[src/rtl/branch_issuer.sv]
// Fetches 24-bit control words from instruction memory and issues one strobed command per word to the brancher.
// Optional `BRANCH_ISSUER_PERF_EN adds tx_issue_count, a wrapping count of issued strobes.
module branch_issuer #(
   parameter int TIMEOUT_W   = 8,
   parameter bit HALT_ON_ERR = 1'b1
) (
   input  logic        aclk,
   input  logic        aresetn,
   input  logic        rx_run,
   input  logic [15:0] rx_program_counter,
   input  logic        rx_ready,
   output logic        tx_enable,
   output logic        tx_strobe,
   output logic        tx_write_branch,
   output logic        tx_write_flags,
   output logic [3:0]  tx_input_flags,
   output logic [3:0]  tx_check_flags,
   output logic [15:0] tx_branch,
   output logic [15:0] tx_fetch_addr,
   output logic        tx_fetch_req,
   input  logic        rx_fetch_ack,
   input  logic [23:0] rx_fetch_data,
`ifdef BRANCH_ISSUER_PERF_EN
   output logic [15:0] tx_issue_count,
`endif
   output logic        tx_halted,
   output logic        tx_error
);

   // Handshakes: a fetch completes in the cycle tx_fetch_req and rx_fetch_ack are both high;
   // a command transfers in the cycle tx_strobe is high, which only happens while rx_ready is high.
   typedef enum logic [2:0] {
      S_IDLE, S_FETCH, S_DECODE, S_ISSUE, S_SETTLE, S_WAIT_READY, S_HALT, S_ERROR
   } state_t;

   localparam logic [TIMEOUT_W-1:0] WD_MAX = '1;
   localparam logic [TIMEOUT_W-1:0] WD_ONE = TIMEOUT_W'(1);

   state_t               state_q, state_d;
   logic [TIMEOUT_W-1:0] wd_q, wd_d;
   logic [23:0]          word_q, word_d;
   logic [15:0]          fetch_addr_q, fetch_addr_d;
   logic                 wr_branch_q, wr_branch_d;
   logic                 wr_flags_q, wr_flags_d;
   logic [3:0]           in_flags_q, in_flags_d;
   logic [3:0]           chk_flags_q, chk_flags_d;
   logic [15:0]          branch_q, branch_d;
   logic                 strobe;
   logic                 timeout;
   logic [3:0]           opcode;

   assign timeout = (wd_q == WD_MAX);
   assign opcode  = word_q[23:20];

   always_comb begin
      state_d      = state_q;
      word_d       = word_q;
      fetch_addr_d = fetch_addr_q;
      wr_branch_d  = wr_branch_q;
      wr_flags_d   = wr_flags_q;
      in_flags_d   = in_flags_q;
      chk_flags_d  = chk_flags_q;
      branch_d     = branch_q;
      strobe       = 1'b0;
      wd_d         = wd_q;
      case (state_q)
         S_IDLE: begin
            if (rx_run && rx_ready) begin
               state_d      = S_FETCH;
               fetch_addr_d = rx_program_counter;
            end
         end
         S_FETCH: begin
            if (rx_fetch_ack) begin
               word_d  = rx_fetch_data;
               state_d = S_DECODE;
            end else if (timeout) begin
               // Without halting, a lost fetch degrades to a NOP word.
               word_d  = 24'h000000;
               state_d = HALT_ON_ERR ? S_ERROR : S_DECODE;
            end
         end
         S_DECODE: begin
            state_d = S_ISSUE;
            case (opcode)
               4'h0: ;
               4'h1: begin
                  wr_flags_d = 1'b1;
                  in_flags_d = word_q[19:16];
               end
               4'h2: begin
                  wr_branch_d = 1'b1;
                  chk_flags_d = word_q[19:16];
                  branch_d    = word_q[15:0];
               end
               4'h3: begin
                  wr_branch_d = 1'b1;
                  chk_flags_d = 4'h0;
                  branch_d    = word_q[15:0];
               end
               4'h4: begin
                  wr_flags_d  = 1'b1;
                  wr_branch_d = 1'b1;
                  in_flags_d  = word_q[19:16];
                  chk_flags_d = word_q[19:16];
                  branch_d    = word_q[15:0];
               end
               4'hF: state_d = S_HALT;
               default: state_d = HALT_ON_ERR ? S_ERROR : S_ISSUE;
            endcase
         end
         S_ISSUE: begin
            if (rx_ready) begin
               strobe  = 1'b1;
               state_d = S_SETTLE;
            end else if (timeout) begin
               state_d = HALT_ON_ERR ? S_ERROR : S_SETTLE;
            end
         end
         S_SETTLE: begin
            wr_branch_d = 1'b0;
            wr_flags_d  = 1'b0;
            state_d     = S_WAIT_READY;
         end
         S_WAIT_READY: begin
            if (rx_ready || (timeout && !HALT_ON_ERR)) begin
               if (rx_run) begin
                  state_d      = S_FETCH;
                  fetch_addr_d = rx_program_counter;
               end else begin
                  state_d = S_IDLE;
               end
            end else if (timeout) begin
               state_d = S_ERROR;
            end
         end
         S_HALT: begin
            if (!rx_run) state_d = S_IDLE;
         end
         S_ERROR: ;
         default: state_d = S_IDLE;
      endcase
      if (state_d == S_ERROR) begin
         wr_branch_d = 1'b0;
         wr_flags_d  = 1'b0;
      end
      // Watchdog restarts on every state change and saturates at the timeout value.
      if (state_d != state_q) begin
         wd_d = '0;
      end else if ((state_q == S_FETCH || state_q == S_ISSUE || state_q == S_WAIT_READY) && !timeout) begin
         wd_d = wd_q + WD_ONE;
      end
   end

   always_ff @(posedge aclk) begin
      if (!aresetn) begin
         state_q      <= S_IDLE;
         wd_q         <= '0;
         word_q       <= '0;
         fetch_addr_q <= '0;
         wr_branch_q  <= 1'b0;
         wr_flags_q   <= 1'b0;
         in_flags_q   <= '0;
         chk_flags_q  <= '0;
         branch_q     <= '0;
      end else begin
         state_q      <= state_d;
         wd_q         <= wd_d;
         word_q       <= word_d;
         fetch_addr_q <= fetch_addr_d;
         wr_branch_q  <= wr_branch_d;
         wr_flags_q   <= wr_flags_d;
         in_flags_q   <= in_flags_d;
         chk_flags_q  <= chk_flags_d;
         branch_q     <= branch_d;
      end
   end

`ifdef BRANCH_ISSUER_PERF_EN
   logic [15:0] count_q, count_d;

   always_comb begin
      count_d = count_q;
      if (strobe) count_d = count_q + 16'd1;
   end

   always_ff @(posedge aclk) begin
      if (!aresetn) count_q <= '0;
      else          count_q <= count_d;
   end

   assign tx_issue_count = count_q;
`endif

   assign tx_strobe       = strobe;
   assign tx_write_branch = wr_branch_q;
   assign tx_write_flags  = wr_flags_q;
   assign tx_input_flags  = in_flags_q;
   assign tx_check_flags  = chk_flags_q;
   assign tx_branch       = branch_q;
   assign tx_fetch_addr   = fetch_addr_q;
   assign tx_fetch_req    = (state_q == S_FETCH);
   assign tx_halted       = (state_q == S_HALT);
   assign tx_error        = (state_q == S_ERROR);
   assign tx_enable       = rx_run && (state_q == S_FETCH || state_q == S_DECODE || state_q == S_ISSUE ||
                                       state_q == S_SETTLE || state_q == S_WAIT_READY);

endmodule

[config.mk]
export PLATFORM = sky130hd
export DESIGN_NAME = branch_issuer
export DESIGN_NICKNAME = d
export VERILOG_FILES = /design/src/rtl/branch_issuer.sv
export SDC_FILE = /design/constraint.sdc
export NUM_CORES = 1
export LEC_CHECK = 0
export CORE_MARGIN = 5
export CORE_UTILIZATION = 50
export CTS_CLUSTER_SIZE = 20
export DETAILED_ROUTE_END_ITERATION = 10
export HOLD_SLACK_MARGIN = 0.12
export PLACE_DENSITY = 0.82
export SYNTH_ARGS = -nofsm -noshare
export SYNTH_HDL_FRONTEND = slang
export SYNTH_SLANG_ARGS = --single-unit
[constraint.sdc]
create_clock -name aclk -period 4.48 [get_ports aclk]
set_clock_uncertainty 0.05 [all_clocks]
set_input_delay 0.448 -clock aclk [delete_from_list [all_inputs] [get_ports aclk]]
set_output_delay 0.448 -clock aclk [all_outputs]
set_load 0.05 [all_outputs]
==> flow_summary.toml, run 1 <==
[hold_path]
holdCritStartpoint = "tx_check_flags[0]$_SDFFE_PN0P_"
timing.hold.worst.class = "reg2reg"

[die]
core-area_um2 = 6720
dieWidth_um = 92.8
starting_density_of_the_core_pct = 51.0
top_level_ports = 92
floorplan.die_area_um2 = 8610
rows = 30
die_h_um = 92.8

[global_routing]
maximum_number_of_pins_on_one_net_before_global_route_repair = 71
grt_pass1_wl_um = 12200
globalRouteTotalUtil_pct = 17.5
global_route.overflow_total = 0
antenna_found_initial = 0
grt_pass1_vias = 2619

[worst_setup_path]
startpoint_type = "flop"
worst_path_largest_cell_delay_ps = 830
crit_path_max_fanout = 22
worstPathArrival_ps = 2490
cell_by_cell_trace_of_the_critical_path = "inv_1, nor3b_1, clkdlybuf4s50_1"
critical_path.startpoint = "state_q[2]$_SDFF_PN0_"
worstPathRequired_ps = 3980
worst-setup-path-type = "reg2out"
critical_path.endpoint_type = "output pin"
critical-path-slowest-cell = "clkdlybuf4s50_1"
r2r-start = "state_q[1]$_SDFF_PN0_"

[clock_tree]
postCtsResizedCells = 0
cts.sink_count = 77
clock_tree.htree_level_count = 3
insertion_delay_ps = 330
cts_root_cell = "clkbuf_8"
count_of_hold_buffers_inserted_by_post_cts_repair = 0
inserted_clock_buffers = 9
tritoncts = "yes"
path_clk_slew_ps = 80
clock_path_buffers = 2
post-cts-setup-buffer-count = 0

[yosys]
synth_seq_cells = 77
post_synth_and_or_nand_nor_area_fraction_pct = 22.4
post_synth_instance_area_um2 = 3430
post_synth.cell_area_avg_um2 = 9.99
synth-compound-area-share_pct = 14.0
portion_of_the_post_synthesis_area_used_by_sequential_elements_pct = 45.0
netlist_instances = 343
postSynthNetCount = 389
yosys.area_share.xor_xnor_pct = 1.28
count_of_flip_flops_with_a_built_in_enable_after_synthesis = 0
synth.largest_area_cell = "dfxtp_1"
ys_warn_count = 0
combinational_family_with_the_most_area_after_synthesis = "simple AND/OR/NAND/NOR gates"
synth-adder-area-share_pct = 0.365
ys.flop_type = "dfxtp_1"
synth_cell_types = 54
synthTopCellsByArea = "dfxtp_1 (45%), mux2i_1 (11%), nor2b_1 (11%)"
synth-async-reset-ratio_pct = 0
post-synth-top-area-fraction_pct = 45.0
post_synth_mux_area_share_pct = 11.7

[placed_design]
placed_cells = 491
postPlaceCellArea_um2 = 4310
dp_hpwl_um = 5330
port-buffer-count = 91
post-place-ws_ps = 1760
replace_congestion = 0.859

[final_layout]
n_fill_cell = 541
post-route-cell-area_um2 = 4500
fin_cells = 506
sequential_cell_area_um2 = 1540
post-route-util_pct = 67.0
drive_above_1_share_pct = 7.75
area_delta_synth_final_pct = 31.3
num_antenna_cells = 0
most_frequent_cells_in_the_layout = "clkdlybuf4s50_1 (90), dfxtp_1 (77), nor2b_1 (61), mux2i_1 (39), a22oi_1 (24)"
mostFrequentLayoutCell = "clkdlybuf4s50_1"
finish.net_count = 468
multi_input_comb_area_um2 = 1730

[drt]
avgViaCountPerCell = 5.43
totalWireLength_um = 7570
detail-route-antenna-nets = 0
post-route-drc-count = 0
drt_first_iter_violations = 90
detailroute.via_count = 2746
number_of_detailed_route_iterations_in_the_first_pass = 5
wl_per_cell_um = 15.0

[sta]
fmax_ghz = 0.335
sum_of_negative_setup_slack_ps = 0
slew_headroom_pct = 25.6
worst_slack_ps = 1490
final_min_period_over_clock_period_pct = 66.6
rsz0062_at_grt = "no"
final-hold-violation-count = 0
tightestPinTransition_ps = 1120
setup_violating_endpoint_count_in_the_final_report = 0
post_route_hold_slack_ps = 401
fin_crit_ps = 2990
slew_violations = 0

[status]
status = "finished clean"

[pwr]
power_per_cell_area_nw_per_um2 = 320
vdd.ir_drop.worst_uv = 177
power.static_leakage_nw = 1.69
post-layout-total-power_mw = 1.44

[run]
max_cap_violations = 0
[worst max-delay path: cells and delay by family, from the launching register on]
| kind | cells | cell delay, ps |
|---|---|---|
| buffers and inverters | 2 | 1100 |
| DFF | 1 | 820 |
| and+or+nand+nor | 1 | 240 |
[kinds of logic (layout without fill, tap and decap cells)]
group	after synthesis	count (layout)
compound gates	63	63
fa+ha+maj	1	1
mux	40	40
xor+xnor	5	5
flops	77	77
buf+inv	30	113
simple gates	127	127
[synthesized netlist by cell type (5+ instances only)]
master	instances
dfxtp_1	77
nor2b_1	61
mux2i_1	39
a22oi_1	24
nand2_1	15
clkbuf_1	10
nor2_1	10
a21oi_1	8
buf_2	7
nand3_1	6
and2_1	5
and3_1	5
buf_6	5
o21ai_0	5
[worst paths after layout]
| path | end | slack, ps | depth (start not counted) |
|---|---|---|---|
| max reg2reg | tx_check_flags[3]$_SDFFE_PN0P_ | 1760 | 4 |
| min | tx_check_flags[0]$_SDFFE_PN0P_ | 400 | 2 |
| min reg2reg | tx_check_flags[0]$_SDFFE_PN0P_ | 400 | 2 |
| max | tx_halted | 1490 | 3 |
[registers in the layout, summed over array words and instances, names as in the netlist]
signal and flops:
tx_fetch_addr 16, tx_input_flags 4, tx_write_flags 1, tx_branch 16, word_q 24, state_q 3
tx_write_branch 1, wd_q 8, tx_check_flags 4
[area by class of cell]
type / instances / area share, %
Clock buffer: 9 / 2.75
Timing Repair Buffer: 94 / 20.6
Multi-Input combinational cell: 236 / 38.3
Inverter: 4 / 0.334
Sequential cell: 77 / 34.3
Tap cell: 80 / 2.22
Clock inverter: 6 / 1.45
[layer usage]
| layer | up-vias | wire length, um | global-route usage (%) |
|---|---|---|---|
| met2 | 89 | 3610 | 27.8 |
| met5 | - | 0 | 0 |
| li1 | 1358 | - | - |
| met1 | 1291 | 3310 | 22.3 |
| met4 | 0 | 110 | 6.59 |
| met3 | 8 | 538 | 5.36 |
[report_power, final]
| group | total, mW | switching (mW) | internal [mW] |
|---|---|---|---|
| Clock | 0.499 | 0.244 | 0.254 |
| Sequential | 0.728 | 0.0230 | 0.705 |
| Combinational | 0.211 | 0.107 | 0.104 |
Power figures use the tool's default switching activity.
==> run 2: changes to the inputs <==
--- a/config.mk
+++ b/config.mk
@@ -6,11 +6,11 @@
 export NUM_CORES = 1
 export LEC_CHECK = 0
 export CORE_MARGIN = 5
-export CORE_UTILIZATION = 50
+export CORE_UTILIZATION = 44
 export CTS_CLUSTER_SIZE = 20
 export DETAILED_ROUTE_END_ITERATION = 10
 export HOLD_SLACK_MARGIN = 0.12
-export PLACE_DENSITY = 0.82
+export PLACE_DENSITY = 0.77
 export SYNTH_ARGS = -nofsm -noshare
 export SYNTH_HDL_FRONTEND = slang
 export SYNTH_SLANG_ARGS = --single-unit
==> constraint.sdc (replaced) <==
create_clock -name aclk -period 2.4 [get_ports aclk]
set_clock_uncertainty 0.05 [all_clocks]
set_input_delay 0.24 -clock aclk [delete_from_list [all_inputs] [get_ports aclk]]
set_output_delay 0.24 -clock aclk [all_outputs]
set_load 0.05 [all_outputs]
==> run 2 against run 1 <==
Routed wire length shrank 0.46%; largest power group unchanged; highest routed layer unchanged; power rose by 81%; utilization down 7.2 points; combinational power increased by 100%; largest cell class unchanged.
==> flow_summary.toml, run 2 (synthesis gave the netlist of run 1 again) <==
[drt]
totalWireLength_um = 7530
drt_first_iter_violations = 66
detailroute.via_count = 2745
wl_per_cell_um = 14.1
avgViaCountPerCell = 5.14
number_of_detailed_route_iterations_in_the_first_pass = 4
detail-route-antenna-nets = 0
post-route-drc-count = 0

[clock_tree]
path_clk_slew_ps = 80
clock_path_buffers = 2
clock_tree.htree_level_count = 3
postCtsResizedCells = 0
post-cts-setup-buffer-count = 0
count_of_hold_buffers_inserted_by_post_cts_repair = 0
insertion_delay_ps = 340
cts.sink_count = 77
cts_root_cell = "clkbuf_8"
inserted_clock_buffers = 9
tritoncts = "yes"

[final_layout]
post-route-cell-area_um2 = 4570
sequential_cell_area_um2 = 1540
finish.net_count = 474
registers.top_by_ff_count = "word_q"
num_antenna_cells = 0
post-route-util_pct = 59.8
max_reg_flops = 24
area_delta_synth_final_pct = 33.4
fin_cells = 534
n_fill_cell = 657
mostFrequentLayoutCell = "clkdlybuf4s50_1"
drive_above_1_share_pct = 9.95
most_frequent_cells_in_the_layout = "clkdlybuf4s50_1 (85), dfxtp_1 (77), nor2b_1 (61), mux2i_1 (39), a22oi_1 (24)"
multi_input_comb_area_um2 = 1730

[sta]
sum_of_negative_setup_slack_ps = 0
rsz0062_at_grt = "no"
tightestPinTransition_ps = 522
final-hold-violation-count = 0
post_route_hold_slack_ps = 369
slew_violations = 0
fmax_ghz = 0.506
fin_crit_ps = 1970
setup_violating_endpoint_count_in_the_final_report = 0
final_min_period_over_clock_period_pct = 82.3
slew_headroom_pct = 65.1
worst_slack_ps = 426

[global_routing]
global_route.overflow_total = 0
maximum_number_of_pins_on_one_net_before_global_route_repair = 70
globalRouteTotalUtil_pct = 15.6
antenna_found_initial = 0
grt_pass1_wl_um = 12400
grt_pass1_vias = 2646

[pwr]
post-layout-total-power_mw = 2.60
power_per_cell_area_nw_per_um2 = 570
power.static_leakage_nw = 1.73
vdd.ir_drop.worst_uv = 292

[die]
floorplan.die_area_um2 = 9650
top_level_ports = 92
dieWidth_um = 98.3
die_h_um = 98.3
core-area_um2 = 7650
starting_density_of_the_core_pct = 44.8
rows = 32

[run]
max_cap_violations = 0

[worst_setup_path]
worst-setup-path-type = "reg2reg"
worstPathArrival_ps = 2180
worstPathRequired_ps = 2610
startpoint_type = "flop"
crit_path_max_fanout = 8
critical_path.endpoint_type = "flop"
r2r-start = "wd_q[0]$_SDFFE_PP0P_"
critical_path.startpoint = "wd_q[0]$_SDFFE_PP0P_"

[placed_design]
post-place-ws_ps = 255
replace_congestion = 0.898
port-buffer-count = 91
placed_cells = 519
postPlaceCellArea_um2 = 4410
dp_hpwl_um = 5220

[hold_path]
holdCritStartpoint = "aresetn"
timing.hold.worst.class = "in2reg"

[status]
status = "finished clean"
==> run 2: final cells by class <==
cell class	instances	share of cell area, %
multi-input cells	236	37.7
flip-flops and latches	77	33.7
repair buffers	100	21.8
clock buffers	10	2.79
well taps	102	2.79
clock inverters	5	0.794
inverters	4	0.328
==> run 2: worst paths after layout <==
kind / slack (ps) / endpoint / cells after the start
max reg2reg: 430 / wd_q[7]$_SDFFE_PP0P_ / 6
min: 370 / wd_q[1]$_SDFFE_PP0P_ / 4
min reg2reg: 400 / tx_check_flags[0]$_SDFFE_PN0P_ / 2
max: 430 / wd_q[7]$_SDFFE_PP0P_ / 6
==> run 2: power breakdown <==
part | switching [mW] | total, mW | internal, mW
clock network | 0.465 | 0.839 | 0.374
logic | 0.219 | 0.425 | 0.205
registers | 0.0258 | 1.34 | 1.32
==> run 2: routing by layer <==
| layer | up-vias | wire length, um | GRT usage, % |
|---|---|---|---|
| met3 | 8 | 416 | 4.36 |
| met2 | 67 | 3540 | 26.0 |
| li1 | 1379 | - | - |
| met4 | 0 | 89 | 6.30 |
| met5 | - | 0 | 0 |
| met1 | 1291 | 3490 | 19.0 |
==> run 2: worst max-delay path, stage by stage, from the launching register on <==
cell       delay [ps]
dfxtp_1           350
ha_1              280
and3_1            250
o2111ai_1         130
nand3_1           130
a2111o_1          510
a211oi_2          180
